File: config.mk
export PLATFORM = sky130hd
export DESIGN_NAME = fpu_issue_queue
export DESIGN_NICKNAME = d
export VERILOG_FILES = /design/src/rtl/fpu_issue_queue.sv
export SDC_FILE = /design/constraint.sdc
export NUM_CORES = 1
export LEC_CHECK = 0
export BUFFER_PORTS_ARGS = -buffer_cell sky130_fd_sc_hd__buf_2
export CORE_AREA = 2 2 168 170
export DETAILED_ROUTE_END_ITERATION = 12
export DIE_AREA = 0 0 170 172
export PLACE_DENSITY = 0.57
export REMOVE_ABC_BUFFERS = 1
export SKIP_CTS_REPAIR_TIMING = 1
export SLEW_MARGIN = 30
export SYNTH_ARGS = -nofsm -noshare
export SYNTH_HDL_FRONTEND = slang
export SYNTH_SLANG_ARGS = --single-unit
File: constraint.sdc
create_clock -name clk_i -period 6.15 [get_ports clk_i]
set_input_delay 0.9225 -clock clk_i [delete_from_list [all_inputs] [get_ports clk_i]]
set_output_delay 0.9225 -clock clk_i [all_outputs]
set_load 0.03 [all_outputs]
File: src/rtl/fpu_issue_queue.sv
// fpu_issue_queue: in-order request FIFO in front of the FP unit. It assigns a
// wrapping tag to each request and limits how many operations are in flight.
// Latency: 1 cycle minimum from push to offer. There is no fall-through path.
// Backpressure: req_ready drops when the queue is full. The FPU is offered an
// entry only while outstanding < MAX_OUT.
// Ports:
//   clk_i, rst_i (sync, active-high), flush_i
//   req_*    upstream valid/ready request {operands, op, op_mod, rnd}
//   fpu_*    downstream valid/ready issue {operands, op, op_mod, rnd, tag}
//   fpu_done_i: one completion per pulse
//   count_o, outstanding_o, err_o (sticky completion underflow)
module fpu_issue_queue #(
  parameter int WIDTH   = 16,
  parameter int DEPTH   = 4,
  parameter int TAG_W   = 4,
  parameter int MAX_OUT = 2
) (
  input  logic                         clk_i,
  input  logic                         rst_i,
  input  logic                         flush_i,
  input  logic                         req_valid_i,
  output logic                         req_ready_o,
  input  logic [3*WIDTH-1:0]           req_operands_i,
  input  logic [3:0]                   req_op_i,
  input  logic                         req_op_mod_i,
  input  logic [2:0]                   req_rnd_i,
  output logic                         fpu_in_valid_o,
  input  logic                         fpu_in_ready_i,
  output logic [3*WIDTH-1:0]           fpu_operands_o,
  output logic [3:0]                   fpu_op_o,
  output logic                         fpu_op_mod_o,
  output logic [2:0]                   fpu_rnd_o,
  output logic [TAG_W-1:0]             fpu_tag_o,
  input  logic                         fpu_done_i,
  output logic [$clog2(DEPTH):0]       count_o,
  output logic [$clog2(MAX_OUT):0]     outstanding_o,
  output logic                         err_o
);

  localparam int PTR_W = $clog2(DEPTH);
  localparam int CNT_W = PTR_W + 1;
  localparam int OUT_W = $clog2(MAX_OUT) + 1;
  localparam logic [CNT_W-1:0] DEPTH_C = CNT_W'(DEPTH);
  localparam logic [OUT_W-1:0] MAX_C   = OUT_W'(MAX_OUT);

  typedef struct packed {
    logic [3*WIDTH-1:0] operands;
    logic [3:0]         op;
    logic               op_mod;
    logic [2:0]         rnd;
    logic [TAG_W-1:0]   tag;
  } entry_t;

  entry_t            mem [DEPTH];
  entry_t            head;
  logic [PTR_W-1:0]  wr_ptr;
  logic [PTR_W-1:0]  rd_ptr;
  logic [CNT_W-1:0]  count;
  logic [OUT_W-1:0]  outstanding;
  logic [TAG_W-1:0]  tag_cnt;
  logic              err;
  logic              push;
  logic              pop;

  // Ready uses the registered count, so a full queue refuses a push even
  // when a pop happens in the same cycle.
  assign req_ready_o    = (count < DEPTH_C) && !flush_i;
  assign fpu_in_valid_o = (count != '0) && (outstanding < MAX_C);
  assign push           = req_valid_i && req_ready_o;
  assign pop            = fpu_in_valid_o && fpu_in_ready_i;

  // The payload comes straight from storage. It stays stable while stalled
  // because rd_ptr moves only on a pop.
  assign head           = mem[rd_ptr];
  assign fpu_operands_o = head.operands;
  assign fpu_op_o       = head.op;
  assign fpu_op_mod_o   = head.op_mod;
  assign fpu_rnd_o      = head.rnd;
  assign fpu_tag_o      = head.tag;
  assign count_o        = count;
  assign outstanding_o  = outstanding;
  assign err_o          = err;

  // Storage needs no reset. Entries are only observed while count != 0.
  always_ff @(posedge clk_i) begin
    if (push && !rst_i) begin
      mem[wr_ptr] <= '{operands: req_operands_i, op: req_op_i,
                       op_mod: req_op_mod_i, rnd: req_rnd_i, tag: tag_cnt};
    end
  end

  always_ff @(posedge clk_i) begin
    if (rst_i) begin
      wr_ptr      <= '0;
      rd_ptr      <= '0;
      count       <= '0;
      outstanding <= '0;
      tag_cnt     <= '0;
      err         <= 1'b0;
    end else if (flush_i) begin
      // Flush behaves like reset, except that err stays sticky.
      wr_ptr      <= '0;
      rd_ptr      <= '0;
      count       <= '0;
      outstanding <= '0;
      tag_cnt     <= '0;
    end else begin
      if (push) begin
        wr_ptr  <= wr_ptr + 1'b1;
        tag_cnt <= tag_cnt + 1'b1;
      end
      if (pop) begin
        rd_ptr <= rd_ptr + 1'b1;
      end

      case ({push, pop})
        2'b10:   count <= count + 1'b1;
        2'b01:   count <= count - 1'b1;
        default: ;
      endcase

      // A completion with nothing in flight is an underflow. The counter
      // holds at zero and the error is latched.
      case ({pop, fpu_done_i})
        2'b10: outstanding <= outstanding + 1'b1;
        2'b01: begin
          if (outstanding == '0) begin
            err <= 1'b1;
          end else begin
            outstanding <= outstanding - 1'b1;
          end
        end
        default: ;
      endcase
    end
  end

endmodule

# Yosys cells after proc, flatten, opt, wreduce, memory -nomap -nowiden
# Memory sizes are Yosys's and may differ from the RTL's. A register that Yosys moved wholly into a read port is not among the register bits.
# Cells that the tools add are included.
[classes]
add_sub_neg = 7
n_mul = 0
div = 0
magnitude_cmp = 2
n_eq_ne = 5
n_shift = 0
n_mux = 7
bitwise = 1
n_reduce_logical = 14
[op_table]
columns = ["operator", "n"]
rows = [
  ["2-bit by 1-bit adder with 2-bit output (second input constant)", 3],
  ["2-bit two-way mux", 3],
  ["3-bit case mux with 2 select lines", 1],
  ["1-bit logical AND", 5],
  ["4-bit by 1-bit adder with 4-bit output (second input constant)", 1],
  ["2-bit by 1-bit == test with 1-bit output (second input constant)", 2],
  ["2-bit == test (second input constant)", 2],
  ["2-bit case mux with 2 select lines", 1],
  ["2-bit nonzero test", 2],
  ["3-bit by 1-bit adder with 3-bit output (second input constant)", 1],
  ["3-bit < comparator (second input constant)", 1],
  ["3-bit AND reduction", 1],
  ["3-bit nonzero test", 1],
  ["3-bit by 1-bit subtractor with 3-bit output (second input constant)", 1],
  ["1-bit zero test", 2],
  ["2-bit zero test", 1],
  ["2-bit < comparator (second input constant)", 1],
  ["1-bit two-way mux", 2],
  ["2-bit inequality test (second input constant)", 1],
  ["2-bit AND reduction", 1],
  ["2-bit OR reduction", 1],
  ["2-bit by 1-bit subtractor with 2-bit output (second input constant)", 1],
  ["1-bit inverter", 1],
]
[word_totals]
regBits = 14
latchBits = 0
ramBits = 240
rom_bits = 0
input_bits = 62
output_inout_bits = 68
wordCells = 43
mem_count = 1
[mem_list]
columns = ["memory", "depth", "word_bits", "read_ports", "rd_ports_with_merged_regs", "write_ports", "line_no", "text"]
rows = [
  ["mem", 4, 60, 1, 1, 1, "54", "entry_t mem [DEPTH];"],
]

# Logic depth before layout (Yosys ltp)
# Gate-level depths: netlist of the first run.
[depth]
ltp_word = 6
mapped_depth = 8
depth_no_buf = 8

# Worst setup path before layout of the first run
# Ideal clock, no wire load.
[synth_timing]
path_type = "input-to-reg"
from = "input req_valid_i"
to = "memory mem[0][0] in the netlist's numbering, enable pin"
setup_time_ns = 0.424
t_arrival_ns = 2.889
required_ns = 5.726
setup_slack_ns = 2.836
cell_stages = 4
n_path_buf = 0
path_cell_list = "nor3b_4 inv_2 nor2_1 and2_1"
[synth_via]
elab_chain_len = 4
[synth_lines]
columns = ["element", "line_no", "text"]
rows = [
  ["start, declared", "21", "input logic req_valid_i,"],
  ["1-bit logical AND", "69", "assign push = req_valid_i && req_ready_o;"],
  ["1-bit logical AND", "86", "if (push && !rst_i) begin"],
  ["1-bit two-way mux", "86", ""],
  ["1-bit two-way mux (not written as such)", "87", "mem[wr_ptr] <= '{operands: req_operands_i, op: req_op_i,"],
  ["end, declared", "54", ""],
]
# Every way passes these cells.

==> results.sh, run 1 <==
export IMPL_synth_top_area_share_pct=76.51
export IMPL_dieArea_um2=29240
export IMPL_fin_crit_sh_pct=60.29
export IMPL_antenna_left=0
export IMPL_finalCriticalPeriod_ps=3708
export IMPL_dr_pass1_iters=4
export IMPL_synth_seq_cells=256
export IMPL_multi_input_area_um2=1808
export IMPL_outcome="finished, final reports clean"
export IMPL_drive_above_1_share_pct=42.93
export IMPL_criticalPathCategory="reg2out"
export IMPL_fin_tns_setup_ps=0
export IMPL_avgViaCountPerCell=4.824
export IMPL_grt_pass1_wl_um=27670
export IMPL_hold_viol_final=0
export IMPL_fp_dieW_um=170
export IMPL_cp_arrival_ps=2790
export IMPL_gp_congestion=0.7201
export IMPL_grt_pass1_vias=4941
export IMPL_synth_simple_area_share_pct=2.072
export IMPL_wl_um=18170
export IMPL_num_antenna_cells=0
export IMPL_p_leak_nw=3.816
export IMPL_netlist_instances=402
export IMPL_syn_to_final_growth_pct=22.28
export IMPL_synth_compound_area_share_pct=0.9830
export IMPL_netlist_area_um2=9419
export IMPL_fp_dieH_um=172
export IMPL_setup_viol_count_final=0
export IMPL_clk_pin_slew_ps=60
export IMPL_utilization_pct=41.92
export IMPL_slew_viol_final=0
export IMPL_detailed_place_hpwl_um=11020
export IMPL_power_density_nw_per_um2=323.5
export IMPL_critical_path_cell_chain="buf_4 -> mux4_2 -> buf_2"
export IMPL_numCtsBuffers=27
export IMPL_final_cell_area_um2=11520
export IMPL_relSlewSlack_pct=54.05
export IMPL_fin_nets=621
export IMPL_htreeDepth=1
export IMPL_synth_top_family_by_area="multiplexers"
export IMPL_wl_per_cell_um=19.77
export IMPL_synthAdderAreaFrac_pct=1.010
export IMPL_route_detailed_drc=0
export IMPL_io_pins=130
export IMPL_core_region_area_um2=27480
export IMPL_max_cap_violations=0
export IMPL_startpoint_type="flop"
export IMPL_overflow=0
export IMPL_clockBufferDepth=3
export IMPL_fillers=2448
export IMPL_cp_required_ps=5230
export IMPL_antenna_found_initial=0
export IMPL_root_buffer="clkbuf_16"
export IMPL_finClkSkew_ps=6.871
export IMPL_ir_worst_vdd_uv=197.4
export IMPL_rows=61
export IMPL_cp_end_kind="output port"
export IMPL_fmax_mhz=269.7
export IMPL_ys_types=33
export IMPL_synth_xor_area_share_pct=0.4649
export IMPL_portBuffers=129
export IMPL_ys_seq_area_share_pct=79.91
export IMPL_yosys_warnings=0
export IMPL_hp_class="reg2reg"
export IMPL_worstMarginPinSlew_ps=689.2
export IMPL_start_util_pct=34.28
export IMPL_clock_latency_ps=530
export IMPL_yosysTopAreaCell="edfxtp_1"
export IMPL_critPathMaxFanout=32
export IMPL_placed_area_um2=10580
export IMPL_grt_max_degree=61
export IMPL_muxShareOfSynthArea_pct=14.56
export IMPL_cts_tree="done"
export IMPL_synthTopCellsByArea="edfxtp_1 (77%), mux4_2 (14%), dfxtp_1 (3.4%)"
export IMPL_seqCellArea_um2=7535
export IMPL_cts_sinks=256
export IMPL_grt_usage_pct=12.48
export IMPL_syn_avg_cell_area_um2=23.43
export IMPL_rsz0062_at_grt="no"
export IMPL_max_stage_delay_ps=790
export IMPL_dr_total_vias=4433
export IMPL_slowest_stage="dfxtp_4"
export IMPL_dr_first_iter_drc_count=304
[state kept, by name, indices dropped and copies added, names as in the netlist, named ones only]
register       count
rd_ptr             2
tag_cnt            4
outstanding_o      2
wr_ptr             2
mem              240
err_o              1
count_o            3
[critical path: cells and delay by family (launching register included)]
family                 cells  cell delay, ps
muxes                      1             610
DFF                        1             790
buffers and inverters      2             830
[worst paths after layout]
check                            end  startpoint  cells past startpoint  slack, ps
hold reg to reg                err_o       err_o                      2        480
hold / removal                 err_o       err_o                      2        480
setup reg to reg          count_o[2]  count_o[2]                      8       3590
setup / recovery  fpu_operands_o[31]        flop                      3       2440
[cell usage in the layout, fill, tap and decap left out, types with 3 or more instances in the layout]
master	synthesis	final
edfxtp_1	240	240
buf_2	6	129
mux4_2	60	60
clkbuf_16	0	27
dfxtp_1	16	14
nor2_1	9	9
clkbuf_1	10	9
a21oi_1	7	7
buf_12	0	7
inv_1	6	6
nand2_1	6	6
ha_1	6	6
bufinv_16	0	5
and2_4	0	4
or3_1	3	3
o21ai_0	3	3
xor2_1	3	3
clkinv_2	0	3
clkinv_1	0	3
[layout make-up]
| cell class | instances | area share, % |
|---|---|---|
| clock buffer | 38 | 6.399 |
| clock inverter | 12 | 1.608 |
| inverter | 7 | 0.2281 |
| multi-input combinational | 123 | 15.70 |
| sequential | 256 | 65.42 |
| tap | 346 | 3.759 |
| timing repair buffer | 137 | 6.888 |
[report_power, final]
part,total (mW),internal (mW),switching (mW)
Clock,1.66,1.04,0.623
Combinational,0.134,0.0491,0.0853
Sequential,1.93,1.92,0.00721
[Yosys cell counts, drive strengths merged]
cell and count:
or3 4, nor2 9, and2 4, ha 6, nor4 1, fa 1
xnor2 2, xor2 3, mux4 60, o31ai 2, nor3 1, mux2i 2
or4 1, buf 6, edfxtp 240, nand2 6, o41ai 1, clkbuf 10
and3 1, a211o 1, nand2b 2, or2 1, nor3b 3, a21oi 7
a32o 1, o21ai 3, inv 7, dfxtp 16, nand3 1
[kinds of logic after synthesis]
kind of cell,Yosys count
flip-flops,256
multiplexers,62
AND/OR/NAND/NOR,34
buffers and inverters,23
AO/OA/AOI/OAI,15
adder cells (fa/ha/maj),7
XOR/XNOR,5
[stage by stage]
step | setup slack, ps | std cells | power (mW) | hold slack [ps]
finish | 2442 | 919 | 3.726 | 479.6
global placement | 2860 | 862 | 2.093 | 454.4
CTS | 2272 | 918 | 3.781 | 484.0
floorplan | 1899 | 386 | 2.037 | 454.6
global route | 2163 | 919 | 3.864 | 503.5
detailed placement | 2855 | 868 | 2.101 | 461.5
[per-layer routing]
metal	up-vias	wire (um)	global-route usage, %
met4	0	343	3.233
met1	2308	7599	15.75
li1	1977	-	-
met5	-	0	0
met3	27	1039	2.907
met2	121	9185	21.83
No activity file was read; power rests on OpenSTA's default activity.
==> inputs of run 2 (changes only) <==
==> constraint.sdc (replaced) <==
create_clock -name clk_i -period 3.8 [get_ports clk_i]
set_input_delay 0.57 -clock clk_i [delete_from_list [all_inputs] [get_ports clk_i]]
set_output_delay 0.57 -clock clk_i [all_outputs]
set_load 0.03 [all_outputs]
==> run 2 against run 1 <==
Hold slack got worse by 220 ps. Critical path depth unchanged. Clock skew increased by 9.6 ps. Critical path type unchanged.
==> results.sh, run 2 (synthesis results as in run 1) <==
export IMPL_fin_nets=618
export IMPL_fp_dieH_um=172
export IMPL_cts_tree="done"
export IMPL_dr_total_vias=4387
export IMPL_fin_tns_setup_ps=0
export IMPL_io_pins=130
export IMPL_gp_congestion=0.7302
export IMPL_num_antenna_cells=0
export IMPL_grt_usage_pct=12.39
export IMPL_worstMarginPinSlew_ps=929.0
export IMPL_fp_dieW_um=170
export IMPL_final_cell_area_um2=11520
export IMPL_relSlewSlack_pct=38.06
export IMPL_portBuffers=129
export IMPL_wl_per_cell_um=19.87
export IMPL_clockPowerShare_pct=45.4
export IMPL_dr_pass1_iters=4
export IMPL_placed_area_um2=10480
export IMPL_p_int_mw=4.948
export IMPL_finish_cell_count_without_fillers=915
export IMPL_slew_viol_final=0
export IMPL_switching_power_mw=1.163
export IMPL_finalCriticalPeriod_ps=2991
export IMPL_clockBufferDepth=3
export IMPL_wl_um=18190
export IMPL_clk_pin_slew_ps=60
export IMPL_grt_pass1_wl_um=27340
export IMPL_avgViaCountPerCell=4.795
export IMPL_grt_pass1_vias=4797
export IMPL_numCtsBuffers=26
export IMPL_setup_viol_count_final=0
export IMPL_dr_first_iter_drc_count=262
export IMPL_core_region_area_um2=27480
export IMPL_p_leak_nw=3.818
export IMPL_fmax_mhz=334.4
export IMPL_outcome="finished, final reports clean"
export IMPL_largest_reg_flops=240
export IMPL_rsz0062_at_grt="no"
export IMPL_hp_class="in2reg"
export IMPL_start_util_pct=34.28
export IMPL_htreeDepth=1
export IMPL_clock_latency_ps=520
export IMPL_route_detailed_drc=0
export IMPL_hold_viol_final=0
export IMPL_final_common_cell="edfxtp_1"
export IMPL_root_buffer="clkbuf_16"
export IMPL_grt_max_degree=61
export IMPL_ir_worst_vdd_uv=248.2
export IMPL_comb_power_share_pct=3.6
export IMPL_cp_arrival_ps=2420
export IMPL_overflow=0
export IMPL_p_seq_share_pct=51.0
export IMPL_r2r_slack_ps=1280
export IMPL_syn_to_final_growth_pct=22.26
export IMPL_timing_hold_ws_ps=259.5
export IMPL_antenna_left=0
export IMPL_cts_sinks=256
export IMPL_drive_above_1_share_pct=43.94
export IMPL_fin_crit_sh_pct=78.70
export IMPL_dp_cells=863
export IMPL_critPathMaxFanout=34
export IMPL_cp_required_ps=3230
export IMPL_max_cap_violations=0
export IMPL_rows=61
export IMPL_final_cell_mix="edfxtp_1 (240), buf_2 (129), mux4_2 (60)"
export IMPL_finClkSkew_ps=16.42
export IMPL_startpoint_type="flop"
export IMPL_dieArea_um2=29240
export IMPL_cp_end_kind="output port"
export IMPL_sw_frac_of_total_pct=19.02
export IMPL_regMostFlops="mem"
export IMPL_antenna_found_initial=1
export IMPL_criticalPathCategory="reg2out"
export IMPL_power_density_nw_per_um2=530.6
export IMPL_detailed_place_hpwl_um=10870
run 2: cell type report:
cell class                      count  area (um2)
Fill cell                        2448       15960
Tap cell                          346       432.9
Timing Repair Buffer              135       753.2
Sequential cell                   256        7535
Clock inverter                     15       232.7
Multi-Input combinational cell    123        1808
Clock buffer                       33       728.2
Inverter                            7       26.28
run 2: worst paths after layout:
check | startpoint | endpoint | cells past startpoint
setup / recovery | flop | fpu_operands_o[5] | 3
hold / removal | req_operands_i[0] | mem[0][12] | 1
setup reg to reg | count_o[2] | count_o[2] | 8
hold reg to reg | rd_ptr[1] | flop | 2
run 2: critical path, stage by stage (launching register included):
cell     delay, ps
dfxtp_4        810
buf_4          340
mux4_2         530
buf_2          190
run 2: power groups by stage:
stage	Combinational [mW]	Clock, mW	Sequential (mW)
5_1_grt	0.238	2.95	3.12
4_1_cts	0.222	2.84	3.12
6_report	0.219	2.77	3.12
3_5_place_dp	0.222	0	3.18
2_1_floorplan	0.112	0	3.18
3_3_place_gp	0.213	0	3.18
run 2: per-stage QoR:
step	setup slack, ps	utilization (%)	power, mW
after floorplan	-98.29	-	3.296
after global placement	1224	38.12	3.391
after detailed placement	1045	38.12	3.402
after CTS	692.6	41.62	6.183
after global routing	609.5	41.91	6.310
final	809.4	41.91	6.111
run 2: per-layer routing:
metal	share of wire [%]	vias to the layer above	GRT usage (%)	wire, um
met5	0.071	-	0	13
met4	1.8	2	3.307	323
met3	6.4	32	3.319	1162
met2	49	107	21.56	8842
met1	43	2273	15.41	7842
li1	-	1973	-	-
==> inputs of run 3 (changes only) <==
==> constraint.sdc (replaced) <==
create_clock -name clk_i -period 3.1 [get_ports clk_i]
set_input_delay 0.465 -clock clk_i [delete_from_list [all_inputs] [get_ports clk_i]]
set_output_delay 0.465 -clock clk_i [all_outputs]
set_load 0.03 [all_outputs]
==> run 3 against run 2 <==
Clock power rose by 25%. Combinational power is 26% higher. Register-to-register slack got worse by 680 ps. Via count rose by 1.3%. Critical endpoint is now fpu_rnd_o[0]. Largest cell class unchanged.
==> results.sh, run 3 (synthesis results as in run 1) <==
export IMPL_outcome="finished, final reports clean"
export IMPL_antenna_found_initial=2
export IMPL_cp_end_kind="output port"
export IMPL_hp_class="in2reg"
export IMPL_route_detailed_drc=0
export IMPL_p_total_mw=7.551
export IMPL_largest_reg_flops=240
export IMPL_dieArea_um2=29240
export IMPL_fin_nets=625
export IMPL_rsz0062_at_grt="no"
export IMPL_regMostFlops="mem"
export IMPL_fmax_mhz=376.7
export IMPL_seqCellArea_um2=7535
export IMPL_relSlewSlack_pct=61.62
export IMPL_p_int_mw=6.084
export IMPL_wl_um=18540
export IMPL_cp_arrival_ps=2190
export IMPL_finClkSkew_ps=11.73
export IMPL_avgViaCountPerCell=4.814
export IMPL_core_region_area_um2=27480
export IMPL_rows=61
export IMPL_antenna_left=0
export IMPL_sw_frac_of_total_pct=19.42
export IMPL_grt_pass1_wl_um=28360
export IMPL_cts_tree="done"
export IMPL_dp_cells=873
export IMPL_num_antenna_cells=0
export IMPL_grt_max_degree=36
export IMPL_fillers=2392
export IMPL_power_density_nw_per_um2=651.4
export IMPL_critPathMaxFanout=29
export IMPL_cts_sinks=256
export IMPL_final_cell_area_um2=11590
export IMPL_comb_power_share_pct=3.7
export IMPL_fp_dieW_um=170
export IMPL_hold_viol_final=0
export IMPL_fp_dieH_um=172
export IMPL_p_leak_nw=3.863
export IMPL_setup_viol_count_final=0
export IMPL_io_pins=130
export IMPL_drive_above_1_share_pct=45.23
export IMPL_syn_to_final_growth_pct=23.06
export IMPL_grt_usage_pct=12.76
export IMPL_slew_viol_final=0
export IMPL_utilization_pct=42.19
export IMPL_fin_tns_setup_ps=0
export IMPL_max_cap_violations=0
export IMPL_switching_power_mw=1.467
export IMPL_multi_input_area_um2=1808
export IMPL_finish_cell_count_without_fillers=923
export IMPL_r2r_slack_ps=600
export IMPL_clock_latency_ps=520
export IMPL_finalCriticalPeriod_ps=2655
export IMPL_wl_per_cell_um=20.09
export IMPL_dr_first_iter_drc_count=303
export IMPL_htreeDepth=1
export IMPL_final_common_cell="edfxtp_1"
export IMPL_fin_crit_sh_pct=85.64
export IMPL_detailed_place_hpwl_um=12200
export IMPL_cp_required_ps=2630
export IMPL_start_util_pct=34.28
export IMPL_dr_pass1_iters=4
export IMPL_placed_area_um2=10610
export IMPL_worstMarginPinSlew_ps=575.7
export IMPL_criticalPathCategory="reg2out"
export IMPL_clockBufferDepth=3
export IMPL_startpoint_type="flop"
export IMPL_dr_total_vias=4443
export IMPL_final_cell_mix="edfxtp_1 (240), buf_2 (129), mux4_2 (60)"
export IMPL_clk_pin_slew_ps=60
export IMPL_portBuffers=129
export IMPL_grt_pass1_vias=4849
export IMPL_clockPowerShare_pct=45.8
export IMPL_p_seq_share_pct=50.6
export IMPL_root_buffer="clkbuf_16"
export IMPL_ir_worst_vdd_uv=334.0
export IMPL_gp_congestion=0.7681
export IMPL_overflow=0
export IMPL_numCtsBuffers=27
## run 3: cell types whose count changed in the layout (fill, tap and decap cells not counted), sizes merged
cell	before	now
bufinv	6	7
clkinvlp	2	4
inv	7	8
clkinv	7	11
buf	135	141
clkbuf	33	27
## run 3: path summary, 6_finish.rpt
kind                start           end  cells after the start
max                  flop  fpu_rnd_o[0]                      3
max reg2reg    count_o[2]    count_o[2]                      8
min          req_rnd_i[0]     mem[2][4]                      1
min reg2reg         err_o         err_o                      2
## run 3: power groups by stage
| stage | logic (mW) | clock network [mW] | registers, mW |
|---|---|---|---|
| floorplan | 0.137 | 0 | 3.90 |
| global placement | 0.274 | 0 | 3.89 |
| detailed placement | 0.282 | 0 | 3.89 |
| CTS | 0.282 | 3.54 | 3.82 |
| global route | 0.299 | 3.70 | 3.82 |
| finish | 0.276 | 3.45 | 3.82 |
## run 3: through the flow
step,hold WS (ps),worst slack (ps)
5_1_grt,140.1,318.4
4_1_cts,126.6,367.1
2_1_floorplan,454.6,-693.3
3_5_place_dp,465.2,623.4
3_3_place_gp,455.0,693.4
6_report,154.9,445.1
## run 3: cell type report
| class | count | area share [%] |
|---|---|---|
| timing repair buffer | 141 | 6.995 |
| clock inverter | 23 | 2.612 |
| multi-input combinational | 123 | 15.60 |
| inverter | 7 | 0.2267 |
| clock buffer | 27 | 5.829 |
| tap | 346 | 3.735 |
| sequential | 256 | 65.00 |
## run 3: critical path, cell delays in order (launching register included)
cell     delay [ps]
dfxtp_4         540
buf_12          310
mux4_2          590
buf_2           200
## run 3: metal layers
| layer | wire, um | track usage, % | vias to the layer above |
|---|---|---|---|
| li1 | - | - | 1991 |
| met1 | 8019 | 16.72 | 2292 |
| met2 | 8939 | 21.12 | 122 |
| met3 | 1185 | 3.502 | 34 |
| met4 | 380 | 3.419 | 4 |
| met5 | 17 | 0 | - |
